### src/rtl/pipe_ctrl_pkg.sv
// Shared types for the LEGv8 pipeline hazard controller: sequencer states and
// the per-stage enable/bubble control bundle.
package pipe_ctrl_pkg;

    typedef enum logic [1:0] {RUN, MEM_WAIT, ERROR} pctrl_state_t;

    localparam logic [4:0] XZR = 5'd31;

    typedef struct packed {
        logic pc_en;
        logic pc_redirect;
        logic ifid_en;
        logic ifid_flush;
        logic idex_en;
        logic idex_bubble;
        logic exmem_en;
        logic exmem_flush;
        logic memwr_bubble;
    } stage_ctrl_t;

endpackage

### src/rtl/sat_counter.sv
// Up-counter that sticks at all-ones instead of wrapping.
module sat_counter #(
    parameter int W = 32
) (
    input  logic         clk,
    input  logic         reset,
    input  logic         inc,
    output logic [W-1:0] q
);

    always_ff @(posedge clk or negedge reset) begin
        if (!reset)
            q <= '0;
        else if (inc && (q != '1))
            q <= q + 1'b1;
    end

endmodule

### src/rtl/pipe_hazard_ctrl.sv
// Stall/flush sequencer for the 5-stage LEGv8 pipeline: load-use bubble, MEM-resolved
// branch flush, and multi-cycle dmem freeze with a timeout into a sticky error state.
module pipe_hazard_ctrl
    import pipe_ctrl_pkg::*;
#(
    parameter int MEM_TIMEOUT = 16,
    parameter int CNT_W       = 32
) (
    input  logic             clk,
    input  logic             reset,
    input  logic [4:0]       id_rn,
    input  logic [4:0]       id_rm,
    input  logic             id_uses_rm,
    input  logic             ex_mem_read,
    input  logic [4:0]       ex_rd,
    input  logic             mem_br_taken,
    input  logic             dmem_req,
    input  logic             dmem_ack,
    output logic             pc_en,
    output logic             pc_redirect,
    output logic             ifid_en,
    output logic             ifid_flush,
    output logic             idex_en,
    output logic             idex_bubble,
    output logic             exmem_en,
    output logic             exmem_flush,
    output logic             memwr_bubble,
    output logic             err,
    output logic [CNT_W-1:0] stall_cnt
);

    localparam int                WAIT_W    = $clog2(MEM_TIMEOUT);
    localparam logic [WAIT_W-1:0] WAIT_LAST = WAIT_W'(MEM_TIMEOUT - 1);

    pctrl_state_t      state, state_nxt;
    logic [WAIT_W-1:0] wait_cnt, wait_cnt_nxt;
    logic              err_q, err_nxt;
    logic              load_use;
    logic              mem_busy;
    stage_ctrl_t       ctrl;

    assign load_use = ex_mem_read && (ex_rd != XZR) &&
                      ((ex_rd == id_rn) || (id_uses_rm && (ex_rd == id_rm)));

    always_ff @(posedge clk or negedge reset) begin
        if (!reset) begin
            state    <= RUN;
            wait_cnt <= '0;
            err_q    <= 1'b0;
        end else begin
            state    <= state_nxt;
            wait_cnt <= wait_cnt_nxt;
            err_q    <= err_nxt;
        end
    end

    // mem_busy marks cycles where the whole pipe freezes for the data memory
    always_comb begin
        state_nxt    = state;
        wait_cnt_nxt = wait_cnt;
        err_nxt      = err_q;
        mem_busy     = 1'b0;
        unique case (state)
            RUN: begin
                if (dmem_req && !dmem_ack) begin
                    mem_busy     = 1'b1;
                    state_nxt    = MEM_WAIT;
                    wait_cnt_nxt = '0;
                end
            end
            MEM_WAIT: begin
                if (dmem_ack) begin
                    state_nxt    = RUN;
                    wait_cnt_nxt = '0;
                end else begin
                    mem_busy     = 1'b1;
                    wait_cnt_nxt = wait_cnt + 1'b1;
                    if (wait_cnt == WAIT_LAST) begin
                        state_nxt = ERROR;
                        err_nxt   = 1'b1;
                    end
                end
            end
            ERROR:   mem_busy = 1'b1;
            default: state_nxt = RUN;
        endcase
    end

    // Branch outranks load-use: the flush removes the dependent instruction anyway.
    always_comb begin
        ctrl = '0;
        if (!reset) begin
            ctrl.ifid_flush   = 1'b1;
            ctrl.idex_bubble  = 1'b1;
            ctrl.exmem_flush  = 1'b1;
            ctrl.memwr_bubble = 1'b1;
        end else if (mem_busy) begin
            ctrl.memwr_bubble = 1'b1;
        end else if (mem_br_taken) begin
            ctrl.pc_en       = 1'b1;
            ctrl.pc_redirect = 1'b1;
            ctrl.ifid_en     = 1'b1;
            ctrl.ifid_flush  = 1'b1;
            ctrl.idex_en     = 1'b1;
            ctrl.idex_bubble = 1'b1;
            ctrl.exmem_en    = 1'b1;
            ctrl.exmem_flush = 1'b1;
        end else if (load_use) begin
            ctrl.idex_en     = 1'b1;
            ctrl.idex_bubble = 1'b1;
            ctrl.exmem_en    = 1'b1;
        end else begin
            ctrl.pc_en    = 1'b1;
            ctrl.ifid_en  = 1'b1;
            ctrl.idex_en  = 1'b1;
            ctrl.exmem_en = 1'b1;
        end
    end

    assign pc_en        = ctrl.pc_en;
    assign pc_redirect  = ctrl.pc_redirect;
    assign ifid_en      = ctrl.ifid_en;
    assign ifid_flush   = ctrl.ifid_flush;
    assign idex_en      = ctrl.idex_en;
    assign idex_bubble  = ctrl.idex_bubble;
    assign exmem_en     = ctrl.exmem_en;
    assign exmem_flush  = ctrl.exmem_flush;
    assign memwr_bubble = ctrl.memwr_bubble;
    assign err          = err_q;

    sat_counter #(.W(CNT_W)) u_stall_cnt (
        .clk   (clk),
        .reset (reset),
        .inc   (!ctrl.pc_en),
        .q     (stall_cnt)
    );

endmodule

### config.mk
export PLATFORM = sky130hd
export DESIGN_NAME = pipe_hazard_ctrl
export DESIGN_NICKNAME = d
export VERILOG_FILES = /design/src/rtl/pipe_ctrl_pkg.sv /design/src/rtl/sat_counter.sv /design/src/rtl/pipe_hazard_ctrl.sv
export SDC_FILE = /design/constraint.sdc
export NUM_CORES = 1
export LEC_CHECK = 0
export ABC_AREA = 1
export BUFFER_PORTS_ARGS = -buffer_cell sky130_fd_sc_hd__clkbuf_2
export CORE_MARGIN = 2
export CORE_UTILIZATION = 59
export DETAILED_ROUTE_END_ITERATION = 7
export GPL_ROUTABILITY_DRIVEN = 0
export GPL_TIMING_DRIVEN = 0
export MAX_ROUTING_LAYER = met4
export PLACE_DENSITY_LB_ADDON = 0.15
export REMOVE_ABC_BUFFERS = 1
export SYNTH_ARGS = -nofsm -noshare
export SYNTH_HDL_FRONTEND = slang
export SYNTH_HIERARCHICAL = 1
export SYNTH_SLANG_ARGS = --single-unit
### constraint.sdc
create_clock -name clk -period 5.8 [get_ports clk]
set_input_delay 0.87 -clock clk [delete_from_list [all_inputs] [get_ports clk]]
set_output_delay 0.87 -clock clk [all_outputs]
set_load 0.02 [all_outputs]
Yosys cells after proc, flatten, opt, wreduce, memory -nomap -nowiden --
Index checks and enable logic that the tools add are counted.
Operators by class: $add $sub $neg 2, equality and inequality tests 9, multiplexer cells 23, bitwise gates (word level) 2, reduce and logical (&&, ||, !) cells 13
Operator list (number):
- adder 32 x 1 -> 32 bit (second input constant) | 1
- != test 32 bit (second input constant) | 1
- 2-to-1 mux 1 bit | 11
- equality test 5 bit | 2
- 2-to-1 mux 2 bit | 5
- 2-to-1 mux 4 bit | 2
- 2-to-1 mux 8 bit | 1
- one-hot mux 4 bit (2 select lines) | 1
- one-hot mux 2 bit (3 select lines) | 1
- AND reduction 3 bit | 2
- logical AND 1 bit | 5
- != test 5 bit (second input constant) | 1
- adder 4 x 1 -> 4 bit (second input constant) | 1
- equality test 4 bit (second input constant) | 1
- 2-to-1 mux 3 bit | 1
- != test 3 bit (second input constant) | 1
- one-hot mux 1 bit (3 select lines) | 1
- equality test 2 x 1 -> 1 bit (second input constant) | 1
- equality test 2 bit (second input constant) | 1
- logical NOT 1 bit | 2
- logical NOT 2 bit | 1
- != test 2 bit (second input constant) | 1
- NOT 1 bit | 2
- AND reduction 2 bit | 1
- 2 further kinds | 2
Word-level totals: flip-flop bits (word level) 39, input bits 22, output and inout port bits 42, word-level logic and storage cells 53

Depth between registers and ports, before layout --
depth after elaboration 10, gate-level depth with buffers 15, gate-level depth less buffers 15

Modules after synthesis --
Netlist, hierarchy kept.
By module, submodules not included:
- sat_counter | instances 1, cells an instance 333, area an instance 2190.9 sq um, seq. area each 800.8 sq um
- pipe_hazard_ctrl | instances 1, cells an instance 111, area an instance 665.6 sq um, seq. area each 175.2 sq um

Least setup slack after synthesis --
No wires, ideal clock.
kind input port to output port, start point input port dmem_ack, end point output port pc_en, data arrival time 1.800 ns, data required time 4.930 ns, path slack 3.130 ns, cell stages on the path 9, path buffers 1, cell sequence inv_1 nand2_2 nand2_2 a21oi_4 inv_2 nor2_8 nand2_2 inv_2 buf_4
On the way: cells in the longest elaborated chain, start to end 6, elaborated cells on any way between the ends 7, classes of those cells mux: 5; reduce/logical: 2
Ends and longest elaborated chain:
- from (decl) | RTL line pipe_hazard_ctrl.sv:18 | input logic dmem_ack,
- logical NOT 1 bit | RTL line pipe_hazard_ctrl.sv:65 | if (dmem_req && !dmem_ack) begin
- logical AND 1 bit | RTL line pipe_hazard_ctrl.sv:65
- 2-to-1 mux 1 bit | RTL line pipe_hazard_ctrl.sv:65
- one-hot mux 1 bit (3 select lines) (*) | RTL line pipe_hazard_ctrl.sv:63 | unique case (state)
- 2-to-1 mux 8 bit (*) | RTL line pipe_hazard_ctrl.sv:97 | end else if (mem_busy) begin
- 2-to-1 mux 3 bit (*) | RTL line pipe_hazard_ctrl.sv:92 | if (!reset) begin
- to (decl) | RTL line pipe_hazard_ctrl.sv:19 | output logic pc_en,
Every way passes the cells marked *; elsewhere a longest branch is shown, timed or not.

Worst setup path after layout --
start point input port reset, end point output port pc_en
On the way: cells in the longest elaborated chain, start to end 1
Ends and longest elaborated chain:
- from (decl) | RTL line pipe_hazard_ctrl.sv:10 | input logic reset,
- 2-to-1 mux 3 bit | RTL line pipe_hazard_ctrl.sv:92
No other way between the ends.

==> results.md <==
- Outcome: finished clean
- Initial DRC count: 182
- Largest family of logic cells by synthesized area: simple AND/OR/NAND/NOR gates
- Worst r2r src: state[1]
- Final setup viols: 0
- R2r endpoint: u_stall_cnt/q[26]
- PostCTS Resize Cnt: 0
- DRC errors left: 0
- Hold Buf Count CTS: 0
- Critical Path AT: 2.53 ns
- Number of register bits inferred by synthesis: 39
- Syn. warnings: 6
- Post-synthesis mux area share: 0%
- # IOs: 64
- CORE AREA: 4690 um2
- Post-Syn Area: 2860 um2
- Root buffer cell: clkbuf_8
- # Post-CTS Setup Buffers: 0
- Hold Crit Endpoint: err
- Cells after synthesis: 444
- Grt ovf: 0
- Vias: 2876
- Max-cap check violation count: 0
- Final Slew Violations: 0
- Initial core utilization: 60.9%
- CP Launch Type: input port
- Avg Inst Size Synth: 6.43 um2
- Critical path class: in2out
- Layout cells sized above 1: 20.5%
- Reg2Reg Setup Slack: 3.43 ns
- First-pass iteration count of the detailed router: 5
- Final wirelength: 6590 um
- Level count of the clock H-tree: 2
- PD cells: 150 nW/um2
- Vias in the first global route: 2590
- Initial antenna violation count: 0
- Row count: 25
- Routed wire per std cell: 11.7 um
- Fmax: 294 MHz
- Most frequent cell after synthesis: nand2_1
- CTS max path bufs: 2
- Layout area overhead: 13.8%
- Die H: 73.6 um
- Final net count: 530
- ANT nets after route: 0
- Synth Flop Type: dfrtp_1
- Clk_lat worst skew: 0.30 ns
- WP data required: 4.93 ns
- CTS tree: built
- First-pass GRT wire length: 11300 um
- Total Routing Usage GR: 27.4%
- Die area: 5410 um2
- Rel. slew slack: 32.1%
- ANT cells: 0
- Fin Clk Skew: 0.00620 ns
- Async S/R FF share, synth: 100%
- Total CTS buffers: 5
- Final setup TNS: 0 ns
- Top cell type's share of synthesized area: 34.2%
- Yosys cell types: 29
- Clock transition at path regs: 0.08 ns
- Period utilization: 58.7%
- CTS sink count: 39
- IO Port Bufs: 63
- LEAKAGE: 1.69 nW
- Die Span X: 73.6 um
- Tmin final: 3.40 ns
- Largest net degree at the start of global routing: 41
- RSZ-0062 raised after global routing: no
- HP Class: reg2reg
- Core Util, Final: 69.3%
- Critical Path Sink Type: output port
- Final Hold Viols: 0
- Synth Area in XOR/XNOR: 2.76%
- Max FO, Critical Path: 40
- Post-Synth Adder-Cell Area: 0.876%
- Number of enable flip-flop cells after synthesis: 0
- Worst VDD drop: 0.102 mV
- Compound-cell area share of the yosys netlist: 3.11%
- Cell taking the most area after synthesis: dfrtp_1
- Hpwl dp: 4960 um
- Post-synth top cells: nand2_1 (181), nor2_1 (60), inv_1 (51)
- Least-Margin Pin Slew: 1.02 ns
- Vias/cell: 5.13
- Sequential share of the synthesized area: 34.2%
- Fraction of the mapped netlist area in simple logic gates: 49.0%
- Reg2Reg Depth: 14
- Worst hold start: err
- Synth area leaders: dfrtp_1 (34%), nand2_1 (24%), nor2_1 (7.9%)
- Fillcell total: 428
- WHS Path Cells: 2
==> area by class of cell <==
type | instances | area (um2) | area share [%]
multi-input combinational | 341 | 1590 | 49.0
inverter | 56 | 210 | 6.47
sequential | 39 | 976 | 30.0
clock inverter | 3 | 20.0 | 0.616
tap | 54 | 67.6 | 2.08
timing repair buffer | 63 | 315 | 9.70
clock buffer | 5 | 68.8 | 2.12
==> layer usage <==
metal | track usage (%) | wire (um)
met1 | 36.2 | 3080
met2 | 43.3 | 2940
met3 | 4.53 | 462
met4 | 8.69 | 107
met5 | - | 0
==> cell usage in the layout (no fill, tap or decap) <==
cell type and count:
nor2_8 1, xor2_1 1, a21oi_1 1, o21bai_1 1, nand3_1 29, clkbuf_8 5, inv_1 51, o21ai_2 1
or2_2 1, nand2_2 11, ha_1 2, nor2_1 60, nand3_2 1, nand2_1 181, nor2_2 5, a21oi_4 1
clkbuf_2 63, clkinv_2 1, o21ai_0 7, a21oi_2 1, o21a_1 1, xnor2_1 8, nand3b_1 8, nand4_1 12
inv_2 5, nand2_4 2, clkinvlp_4 2, nor3_1 2, nor2_4 4, dfrtp_1 39
==> flip-flops by register name, summed over array words and instances, names as in the netlist <==
name and flops:
wait_cnt 4, err 1, u_stall_cnt/q 32, state 2
==> power by group <==
| part | internal (W) | switching, W |
|---|---|---|
| logic | 0.0000109 | 0.0000191 |
| registers | 0.000272 | 0 |
| clock network | 0.0000837 | 0.000103 |
| total | 0.000366 | 0.000122 |
==> cell families after synthesis <==
kind of cell | after synthesis
flip-flops | 39
adder cells (fa/ha/maj) | 2
buffers and inverters | 64
AO/OA/AOI/OAI | 13
XOR/XNOR | 9
AND/OR/NAND/NOR | 317
==> metrics by stage <==
stage | total power, W | hold WS, ns | instances | setup slack (ns) | instance area, um2
after floorplan | 0.000291 | 0.468 | 436 | 3.17 | 2780
after global placement | 0.000307 | 0.446 | 553 | 2.32 | 3160
after detailed placement | 0.000308 | 0.457 | 553 | 2.29 | 3160
after CTS | 0.000494 | 0.477 | 561 | 2.28 | 3250
after global routing | 0.000508 | 0.516 | 561 | 2.11 | 3250
final | 0.000489 | 0.472 | 561 | 2.40 | 3250
==> worst max-delay path by stage <==
stage	startpoint	end	slack (ns)	cells after the start
floorplan	dmem_ack	ifid_en	3.17	8
global placement	reset	pc_en	2.32	6
detailed placement	reset	pc_en	2.29	6
CTS	reset	pc_en	2.28	6
global route	reset	pc_en	2.11	6
finish	reset	pc_en	2.40	6
==> worst max-delay path, cell delays in order <==
cell and delay [ns]:
clkbuf_2 0.75, inv_1 0.29, nor2_8 0.20, nand2_2 0.16, inv_2 0.09, clkbuf_2 0.17
(Power assumes the default switching activity.)
